<file path="src/rtl/ps2_ascii_fifo.sv">
// ps2_ascii_fifo: turns KeyboardDecoder make events into ASCII characters
// and queues them in a show-ahead FIFO. The consumer drains the FIFO with pop.
// Caps Lock is an internal toggle. Shift is a live modifier taken from key_down.
// DEPTH must be a power of two (>= 2) with AW == log2(DEPTH), so that the
// pointers can wrap naturally.
module ps2_ascii_fifo #(
  parameter int   DEPTH     = 8,
  parameter int   AW        = 3,
  parameter logic CAPS_INIT = 1'b0
) (
  input  logic         clk,
  input  logic         reset,
  input  logic [511:0] key_down,
  input  logic [8:0]   last_change,
  input  logic         key_valid,
  input  logic         pop,
  input  logic         clear,
  output logic [6:0]   char_out,
  output logic         char_valid,
  output logic         full,
  output logic [AW:0]  count,
  output logic         caps_state,
  output logic         overflow
);

  localparam logic [7:0] SC_CAPS   = 8'h58;
  localparam logic [8:0] SC_LSHIFT = 9'h012;
  localparam logic [8:0] SC_RSHIFT = 9'h059;

  // Decoded scancode: hit = maps to a character; letter = case follows caps/shift
  typedef struct packed {
    logic       hit;
    logic       letter;
    logic [6:0] code;   // lowercase form for letters
  } dec_t;

  // Scancode set 2 -> ASCII. Letters return the lowercase character.
  function automatic dec_t decode(input logic [7:0] sc);
    dec_t d;
    d = '0;
    d.hit    = 1'b1;
    d.letter = 1'b1;
    case (sc)
      8'h1C: d.code = 7'h61; // a
      8'h32: d.code = 7'h62; // b
      8'h21: d.code = 7'h63; // c
      8'h23: d.code = 7'h64; // d
      8'h24: d.code = 7'h65; // e
      8'h2B: d.code = 7'h66; // f
      8'h34: d.code = 7'h67; // g
      8'h33: d.code = 7'h68; // h
      8'h43: d.code = 7'h69; // i
      8'h3B: d.code = 7'h6A; // j
      8'h42: d.code = 7'h6B; // k
      8'h4B: d.code = 7'h6C; // l
      8'h3A: d.code = 7'h6D; // m
      8'h31: d.code = 7'h6E; // n
      8'h44: d.code = 7'h6F; // o
      8'h4D: d.code = 7'h70; // p
      8'h15: d.code = 7'h71; // q
      8'h2D: d.code = 7'h72; // r
      8'h1B: d.code = 7'h73; // s
      8'h2C: d.code = 7'h74; // t
      8'h3C: d.code = 7'h75; // u
      8'h2A: d.code = 7'h76; // v
      8'h1D: d.code = 7'h77; // w
      8'h22: d.code = 7'h78; // x
      8'h35: d.code = 7'h79; // y
      8'h1A: d.code = 7'h7A; // z
      default: begin
        d.letter = 1'b0;
        case (sc)
          8'h45:   d.code = 7'h30;
          8'h16:   d.code = 7'h31;
          8'h1E:   d.code = 7'h32;
          8'h26:   d.code = 7'h33;
          8'h25:   d.code = 7'h34;
          8'h2E:   d.code = 7'h35;
          8'h36:   d.code = 7'h36;
          8'h3D:   d.code = 7'h37;
          8'h3E:   d.code = 7'h38;
          8'h46:   d.code = 7'h39;
          8'h29:   d.code = 7'h20; // space
          8'h5A:   d.code = 7'h0D; // enter
          8'h66:   d.code = 7'h08; // backspace
          default: d.hit  = 1'b0;
        endcase
      end
    endcase
    return d;
  endfunction

  logic [6:0]    mem [DEPTH];
  logic [AW-1:0] wr_ptr, rd_ptr;
  logic          make_ev, shift, caps_ev, push, pop_ok, wr_en;
  logic [6:0]    push_char;
  dec_t          dec;

  // Event qualification and character generation, all in the event cycle
  always_comb begin
    make_ev   = key_valid & ~last_change[8] & key_down[last_change];
    shift     = key_down[SC_LSHIFT] | key_down[SC_RSHIFT];
    dec       = decode(last_change[7:0]);
    caps_ev   = make_ev & (last_change[7:0] == SC_CAPS);
    push_char = (dec.letter & (caps_state ^ shift)) ? dec.code - 7'h20 : dec.code;
    // a push that coincides with clear is discarded
    push      = make_ev & dec.hit & ~clear;
    pop_ok    = pop & char_valid;
    // when full, a simultaneous pop frees the slot being written
    wr_en     = push & (~full | pop_ok);
  end

  // Caps Lock toggle; survives clear, reloads only on reset
  always_ff @(posedge clk or posedge reset) begin
    if (reset)        caps_state <= CAPS_INIT;
    else if (caps_ev) caps_state <= ~caps_state;
  end

  // FIFO pointers, occupancy and the sticky overflow flag
  always_ff @(posedge clk or posedge reset) begin
    if (reset) begin
      wr_ptr   <= '0;
      rd_ptr   <= '0;
      count    <= '0;
      overflow <= 1'b0;
    end else if (clear) begin
      wr_ptr   <= '0;
      rd_ptr   <= '0;
      count    <= '0;
      overflow <= 1'b0;
    end else begin
      if (wr_en)  wr_ptr <= wr_ptr + 1'b1;
      if (pop_ok) rd_ptr <= rd_ptr + 1'b1;
      case ({wr_en, pop_ok})
        2'b10:   count <= count + 1'b1;
        2'b01:   count <= count - 1'b1;
        default: count <= count;
      endcase
      if (push & full & ~pop_ok) overflow <= 1'b1;
    end
  end

  // Storage array; the contents need no reset because reads are gated by count
  always_ff @(posedge clk) begin
    if (wr_en) mem[wr_ptr] <= push_char;
  end

  // Show-ahead head, driven only from registered pointer/count state
  always_comb begin
    char_valid = (count != '0);
    full       = (count == (AW+1)'(DEPTH));
    char_out   = char_valid ? mem[rd_ptr] : 7'h00;
  end

endmodule
</file>
<file path="config.mk">
export PLATFORM = sky130hd
export DESIGN_NAME = ps2_ascii_fifo
export DESIGN_NICKNAME = d
export VERILOG_FILES = /design/src/rtl/ps2_ascii_fifo.sv
export SDC_FILE = /design/constraint.sdc
export NUM_CORES = 1
export LEC_CHECK = 0
export BUFFER_PORTS_ARGS = -buffer_cell sky130_fd_sc_hd__buf_2
export CORE_AREA = 2 2 210 212
export DETAILED_ROUTE_END_ITERATION = 8
export DIE_AREA = 0 0 212 214
export GPL_TIMING_DRIVEN = 0
export SYNTH_ARGS = -nofsm -noshare
export SYNTH_HDL_FRONTEND = slang
export SYNTH_SLANG_ARGS = --single-unit
</file>
<file path="constraint.sdc">
create_clock -name clk -period 2.4 [get_ports clk]
set_input_delay 0.12 -clock clk [delete_from_list [all_inputs] [get_ports clk]]
set_output_delay 0.12 -clock clk [all_outputs]
set_load 0.005 [all_outputs]
</file>
==> summary.md, run 1 <==
| Metric | Value |
|---|---|
| Post-route setup slack | -0.2445 ns |
| WL met1 | 7539 um |
| Clk pin slew, worst setup/hold paths | 0.05 ns |
| Clk Latency, worst-skew pair | 0.32 ns |
| First-pass iteration count of the detailed router | 6 |
| Lkg Pwr | 2.822 nW |
| DR iter-0 viols | 342 |
| Minimum clock period | 2.645 ns |
| Initial Util | 11.65% |
| Synth cell types | 71 |
| Post-synth top flop | edfxtp_1 |
| Initial antenna violation count | 1 |
| Hold crit path type | in -> reg |
| Outcome | finished, violations left |
| Die ar. | 45370 um2 |
| Period utilization | 110.2% |
| Post-Syn Instances | 430 |
| Routed Antenna Nets | 0 |
| Async set-reset flop share out of synthesis | 17.65% |
| Largest net degree at the start of global routing | 13 |
| Failing checks | negative setup slack |
| Crit-path max FO | 6 |
| Post-route DRC | 0 |
| Die extent in y | 214 um |
| Clock buffer depth | 2 |
| Cts bufs inserted | 9 |
| Maximum vdd drop | 0.3715 mV |
| Post-synthesis net count | 961 |
| WL final | 18430 um |
| Top layer in use | met4 |
| CP required | 2.44 ns |
| Vias in the first global route | 4605 |
| Setup violations, final | 60 |
| Post-Syn Area | 4995 um2 |
| Clock skew | 0.004832 ns |
| GR Overflow Total | 0 |
| Maximum operating frequency | 378.1 MHz |
| Sequential share of the synthesized area | 39.68% |
| YS warnings | 0 |
| Area added between synthesis and finish | 54.23% |
| Routed len/inst | 15.12 um |
| Share of cells above drive strength 1 | 52.68% |
| First-pass GRT wire length | 26920 um |
| Root buffer cell | clkbuf_16 |
| Tightest Pin Transition | 0.8086 ns |
| IO buf count | 155 |
| Placed Area | 6604 um2 |
| Kind of critical path | in -> reg |
| Post-DP HPWL | 14130 um |
| CP arrival | 2.69 ns |
| Chip width | 212 um |
| Final nets | 1160 |
| Ant diodes | 0 |
| CTS tree | done |
| DR vias/cell | 3.739 |
| I/O pins | 541 |
| GPL Wtd Cong | 0.8769 |
| Row count | 76 |
| Clk sinks | 68 |
| Yosys reg bits | 68 |
| Crit path launch type | input port |
| Rel. slew slack | 45.53% |
| H-tree depth | 3 |
| Fin area | 7704 um2 |
| Metal3 WL | 1219 um |
| Met2 WL | 9181 um |
| Syn avg cell area | 11.62 um2 |
| Post-synth EDFFs | 56 |
| CP endpoint kind | flop |
| Slew Limit Fails | 0 |
| Power density over the cells | 543.2 nW/um2 |
| Fin. Hold Viols | 0 |
| Max-Cap Viols | 0 |
| DR vias | 4558 |
| Core Region | 42890 um2 |
| RSZ-0062 raised after global routing | yes |
| Worst slack at placement | -1.130 ns |
| GRT Util Overall | 7.850% |
kinds of logic (layout without fill, tap and decap cells):
logic type                 count (synthesis)  count (layout)  share of synthesized area [%]
muxes                                     68              68                          23.75
and+or+nand+nor                          160             160                          17.61
DFF                                       68              68                          39.68
buffers and inverters                     42             246                          4.158
xor gates and xnor gates                   9               9                          1.578
AOI/OAI and AO/OA                         76              76                          11.42
adders and majority gates                  7               7                          1.804
cell type report:
class / instances / area [um2]
buffer: 31 / 337.8
clock buffer: 9 / 225.2
clock inverter: 7 / 81.33
fill: 4730 / 35180
inverter: 10 / 37.54
multi-input combinational: 320 / 3177
sequential: 68 / 1982
tap: 585 / 732.0
timing repair buffer: 189 / 1131
synthesized netlist by cell type (10+ instances only):
master | n | area [um2]
mux2i_1 | 21 | 210.2
inv_1 | 10 | 37.54
nand2b_1 | 19 | 118.9
a21oi_1 | 11 | 55.05
clkbuf_1 | 10 | 37.54
nor2_1 | 40 | 150.1
buf_2 | 10 | 50.05
o21ai_0 | 11 | 55.05
nor2b_1 | 22 | 137.6
nor3_1 | 12 | 60.06
mux4_2 | 39 | 878.3
dfrtp_1 | 12 | 300.3
nand2_1 | 23 | 86.33
edfxtp_1 | 56 | 1682
final timing paths:
check / startpoint / endpoint / slack [ns] / cells past startpoint
setup / recovery: last_change[0] / mem[0][6]$_DFFE_PP_ / -0.24 / 13
hold / removal: pop / overflow$_DFFE_PP0P_ / 0.05 / 2
setup reg to reg: count[1]$_DFFE_PP0P_ / count[2]$_DFFE_PP0P_ / 0.05 / 9
hold reg to reg: caps_state$_DFFE_PP0P_ / caps_state$_DFFE_PP0P_ / 0.51 / 1
max in group asynchronous: reset / wr_ptr[0]$_DFFE_PP0P_ / 1.66 / 3
min in group asynchronous: reset / rd_ptr[0]$_DFFE_PP0P_ / 0.39 / 3
flip-flops by register name, indices dropped and copies added, names as in the netlist:
register and cells:
caps_state 1, count 4, mem 56, overflow 1, rd_ptr 3, wr_ptr 3
timing repair:
| item | 4_1_cts | 5_1_grt |
|---|---|---|
| setup buffers | 17 | 14 |
| resized for setup | 72 | 48 |
| hold buffers | 1 | 0 |
| pin swaps | 27 | 27 |
| hold endpoints to repair | 12 | 0 |
| cloned | 2 | 0 |
| setup endpoints to repair | 102 | 67 |
layout by cell type, fill, tap and decap left out, types with 4 or more instances in the layout:
cell / Yosys / routed
buf_2: 10 / 156
edfxtp_1: 56 / 56
mux4_2: 39 / 39
nor2_1: 40 / 31
buf_4: 2 / 28
nand2_1: 23 / 22
nor2b_1: 22 / 19
mux2i_1: 21 / 17
nand2b_1: 19 / 17
dfrtp_1: 12 / 12
a21oi_1: 11 / 11
buf_6: 4 / 11
nor3_1: 12 / 10
inv_1: 10 / 10
buf_12: 0 / 9
clkbuf_16: 0 / 9
nand3_1: 9 / 8
o21ai_0: 11 / 7
nor2_4: 0 / 7
xnor2_1: 6 / 6
a211oi_1: 9 / 5
a31oi_1: 5 / 5
a211oi_2: 1 / 5
clkbuf_1: 10 / 5
a22oi_1: 6 / 4
mux2_4: 2 / 4
o21ai_1: 2 / 4
per-stage QoR:
step / utilization (%) / std cells / setup TNS (ns) / total power, mW / hold slack, ns
after floorplan: - / 430 / -10.18 / 2.122 / -0.01530
after global placement: 15.38 / 1170 / -77.46 / 2.603 / 0.2238
after detailed placement: 15.40 / 1170 / -81.34 / 2.625 / 0.2497
after CTS: 17.28 / 1205 / -7.806 / 4.129 / 0.03739
after global routing: 17.96 / 1219 / -14.43 / 4.414 / 0.04519
final: 17.96 / 1219 / -8.987 / 4.185 / 0.05376
per-layer routing:
layer / track usage (%) / up-vias
li1: - / 2093
met1: 9.711 / 2183
met2: 13.50 / 251
met3: 1.701 / 31
met4: 2.465 / 0
met5: 0 / -
report_power, final:
| part | switching [mW] | leakage (nW) | internal [mW] |
|---|---|---|---|
| Sequential | 0.0708 | 0.685 | 1.31 |
| Clock | 0.452 | 0.152 | 0.893 |
| Combinational | 0.720 | 1.98 | 0.738 |
| Total | 1.24 | 2.82 | 2.94 |
worst max-delay path: stages:
cell and delay (ns):
buf_16 0.13, bufbuf_16 0.26, mux2_4 0.21, o21ai_4 0.06
nor4_4 0.35, a2111oi_2 0.09, or3_4 0.37, nand3b_4 0.15
buf_6 0.11, nand2_2 0.05, or3_4 0.45, nor3_4 0.17
buf_6 0.15
Note: power is estimated with default switching activity, not from simulation.
==> run 2: changes to the inputs <==
Settings changed: CORE_AREA 2 2 210 212 to 2 2 213 215, CTS_BUF_LIST set to sky130_fd_sc_hd__clkbuf_2 sky130_fd_sc_hd__clkbuf_4 sky130_fd_sc_hd__clkbuf_8, DIE_AREA 0 0 212 214 to 0 0 215 217.
==> run 2 against run 1 <==
Against the previous run: the flow still finishes with violations (negative setup slack); maximum frequency fell by 3.1%; hold slack improved by 0.13 ns; flip-flop and latch count did not move; combinational power fell by 7%; critical path depth rose by 2; sequential power barely moved; setup slack got worse by 0.085 ns; utilization fell by 1.2 points; clock power fell by 28%; largest cell class unchanged.
==> summary.md, run 2 (same netlist as run 1, synthesis figures left out) <==
| Metric | Value |
|---|---|
| Hold crit path type | in -> reg (unchanged) |
| Comb pwr share | 36.5% (was 34.8%) |
| Critical path buffers and inverters | 3 (was 4) |
| Maximum vdd drop | 0.2330 mV (was 0.3715 mV) |
| Clk Latency, worst-skew pair | 0.34 ns (was 0.32 ns) |
| CP peak stage delay | 0.62 ns (was 0.45 ns) |
| Die ar. | 46660 um2 (was 45370 um2) |
| First-pass GRT wire length | 27080 um (was 26920 um) |
| DR vias | 4538 (was 4558) |
| Rel. slew slack | 44.47% (was 45.53%) |
| Post-route DRC | 0 (unchanged) |
| Root buffer cell | clkbuf_8 (was clkbuf_16) |
| GPL Wtd Cong | 0.8807 (was 0.8769) |
| Outcome | finished, violations left (unchanged) |
| Routed Antenna Nets | 0 (unchanged) |
| CTS tree | done (unchanged) |
| Initial antenna violation count | 1 (unchanged) |
| IO buf count | 155 (unchanged) |
| Die extent in y | 217 um (was 214 um) |
| Area of the multi-input gates | 3105 um2 (was 3177 um2) |
| Reg area | 1983 um2 (was 1982 um2) |
| Clock skew | 0.01004 ns (was 0.004832 ns) |
| CP required | 2.68 ns (was 2.44 ns) |
| Kind of critical path | in -> reg (unchanged) |
| Vias in the first global route | 4657 (was 4605) |
| Cell chain of the critical path | buf_4, buf_8, buf_8, a2111oi_0, o41ai_2, a211oi_1, or3_4, nand3b_4, a21oi_4, ha_1, a21o_1, a21o_1, nor3_2, mux2i_1, nand3_1 (was buf_16, bufbuf_16, mux2_4, o21ai_4, nor4_4, a2111oi_2, or3_4, nand3b_4, buf_6, nand2_2, or3_4, nor3_4, buf_6) |
| Share of cells above drive strength 1 | 52.00% (was 52.68%) |
| Routed len/inst | 15.15 um (was 15.12 um) |
| Post-DP HPWL | 14350 um (was 14130 um) |
| Area added between synthesis and finish | 50.18% (was 54.23%) |
| First-pass iteration count of the detailed router | 5 (was 6) |
| Fill cells | 5014 (was 4730) |
| Core Region | 44700 um2 (was 42890 um2) |
| Slew Limit Fails | 0 (unchanged) |
| RSZ-0062 raised after global routing | yes (unchanged) |
| Cts bufs inserted | 9 (unchanged) |
| Clock power frac | 26.1% (was 32.1%) |
| Slowest cell on the critical path | a2111oi_0 (was or3_4) |
| Maximum operating frequency | 366.4 MHz (was 378.1 MHz) |
| Internal power | 2.486 mW (was 2.942 mW) |
| I/O pins | 541 (unchanged) |
| Row count | 78 (was 76) |
| Max reg flops | 56 (unchanged) |
| CP arrival | 3.01 ns (was 2.69 ns) |
| Worst slack at placement | -1.184 ns (was -1.130 ns) |
| Period utilization | 113.7% (was 110.2%) |
| DR iter-0 viols | 476 (was 342) |
| Clock buffer depth | 2 (unchanged) |
| Top Registers | mem: 56 flops, count: 4 flops (unchanged) |
| Initial Util | 11.17% (was 11.65%) |
| WL final | 18570 um (was 18430 um) |
| CP endpoint kind | flop (unchanged) |
| Lkg Pwr | 2.751 nW (was 2.822 nW) |
| GRT Util Overall | 7.701% (was 7.850%) |
| Largest net degree at the start of global routing | 15 (was 13) |
| H-tree depth | 3 (unchanged) |
| Fin. Hold Viols | 0 (unchanged) |
| Most common cell after layout, fill and taps aside | buf_2 (unchanged) |
| Top delay family on crit path | compound AO/OA/AOI/OAI gates (was simple AND/OR/NAND/NOR gates) |
| Minimum clock period | 2.730 ns (was 2.645 ns) |
| Net Sw Power | 1.227 mW (was 1.243 mW) |
| Switching share of power | 33.05% (was 29.71%) |
| Setup violations, final | 60 (unchanged) |
| Final nets | 1151 (was 1160) |
| Failing checks | negative setup slack (unchanged) |
| Clk sinks | 68 (unchanged) |
| Biggest register | mem (unchanged) |
| Crit-path max FO | 10 (was 6) |
| GR Overflow Total | 0 (unchanged) |
| Tightest Pin Transition | 0.8242 ns (was 0.8086 ns) |
| WHS | 0.1801 ns (was 0.05376 ns) |
| DR vias/cell | 3.701 (was 3.739) |
| Clk pin slew, worst setup/hold paths | 0.08 ns (was 0.05 ns) |
| Chip width | 215 um (was 212 um) |
| Power density over the cells | 495.1 nW/um2 (was 543.2 nW/um2) |
| Post-route setup slack | -0.3295 ns (was -0.2445 ns) |
| Most frequent cells in the layout | buf_2, edfxtp_1, mux4_2 (unchanged) |
| Crit path launch type | input port (unchanged) |
| Max-Cap Viols | 0 (unchanged) |
| Sequential Power Share | 37.3% (was 33.0%) |
run 2: cell types whose count changed in the layout (fill, tap and decap cells not counted), sizes merged:
cell / change
buf: -10
clkinv: -4
inv: +4
bufbuf: -1
bufinv: -1
clkbuf: +1
clkinvlp: +1
diode: +1
dlygate4sd3: +1
run 2: worst reg2reg max path: stages, from the launching register on:
cell     delay, ns
dfrtp_1       0.50
nor4_4        0.57
inv_1         0.13
nand2_1       0.17
a21oi_4       0.05
buf_4         0.15
fa_2          0.33
xnor2_1       0.16
nor2_1        0.06
mux2_4        0.27
run 2: timing repair:
item	4_1_cts	5_1_grt
hold buffers	2	0
cloned	2	1
buffers inserted	16	4
endpoints found under the hold margin	13	0
endpoints found under the setup margin	102	85
resized for setup	66	50
pin swaps	25	19
run 2: worst paths after layout:
check | start | end | slack, ns | cells past startpoint
worst max-delay path | last_change[1] | count[3]$_DFFE_PP0P_ | -0.33 | 15
worst min-delay path | clear | count[1]$_DFFE_PP0P_ | 0.18 | 3
worst max register to register | count[0]$_DFFE_PP0P_ | count[2]$_DFFE_PP0P_ | -0.10 | 9
worst min register to register | caps_state$_DFFE_PP0P_ | caps_state$_DFFE_PP0P_ | 0.51 | 1
max in group asynchronous | reset | rd_ptr[0]$_DFFE_PP0P_ | 1.63 | 3
min in group asynchronous | reset | rd_ptr[1]$_DFFE_PP0P_ | 0.39 | 3
run 2: cell type report:
class                      instances  share of cell area, %
multi-input combinational        320                  41.40
clock buffer                       9                  1.651
timing repair buffer             180                  14.46
clock inverter                     7                  1.084
sequential                        68                  26.44
inverter                          10                 0.5004
tap                              600                  10.01
buffer                            31                  4.420
antenna                            1                0.03336
run 2: power by group through the flow:
stage                     sequential [mW]  clock [mW]  combinational (mW)
after floorplan                      1.37           0               0.756
final                                1.39       0.971                1.36
after detailed placement             1.38           0                1.23
after CTS                            1.39       0.999                1.34
after global placement               1.38           0                1.22
after global routing                 1.39        1.05                1.48
run 2: metrics by stage:
step / instances / utilization (%) / TNS [ns] / power, mW / area [um2]
2_1_floorplan: 430 / - / -10.18 / 2.122 / 5090
3_3_place_gp: 1185 / 14.80 / -78.42 / 2.597 / 6616
3_5_place_dp: 1185 / 14.82 / -83.68 / 2.617 / 6623
4_1_cts: 1220 / 16.30 / -12.97 / 3.721 / 7287
5_1_grt: 1225 / 16.78 / -14.67 / 3.924 / 7498
6_report: 1226 / 16.78 / -10.88 / 3.714 / 7501
run 2: layer usage:
metal / track usage [%] / share of wire, % / vias to the layer above
met5: 0 / 0 / -
met4: 3.103 / 3.3 / 0
met3: 1.803 / 6.6 / 36
met2: 13.56 / 49 / 264
met1: 9.021 / 41 / 2166
li1: - / - / 2072
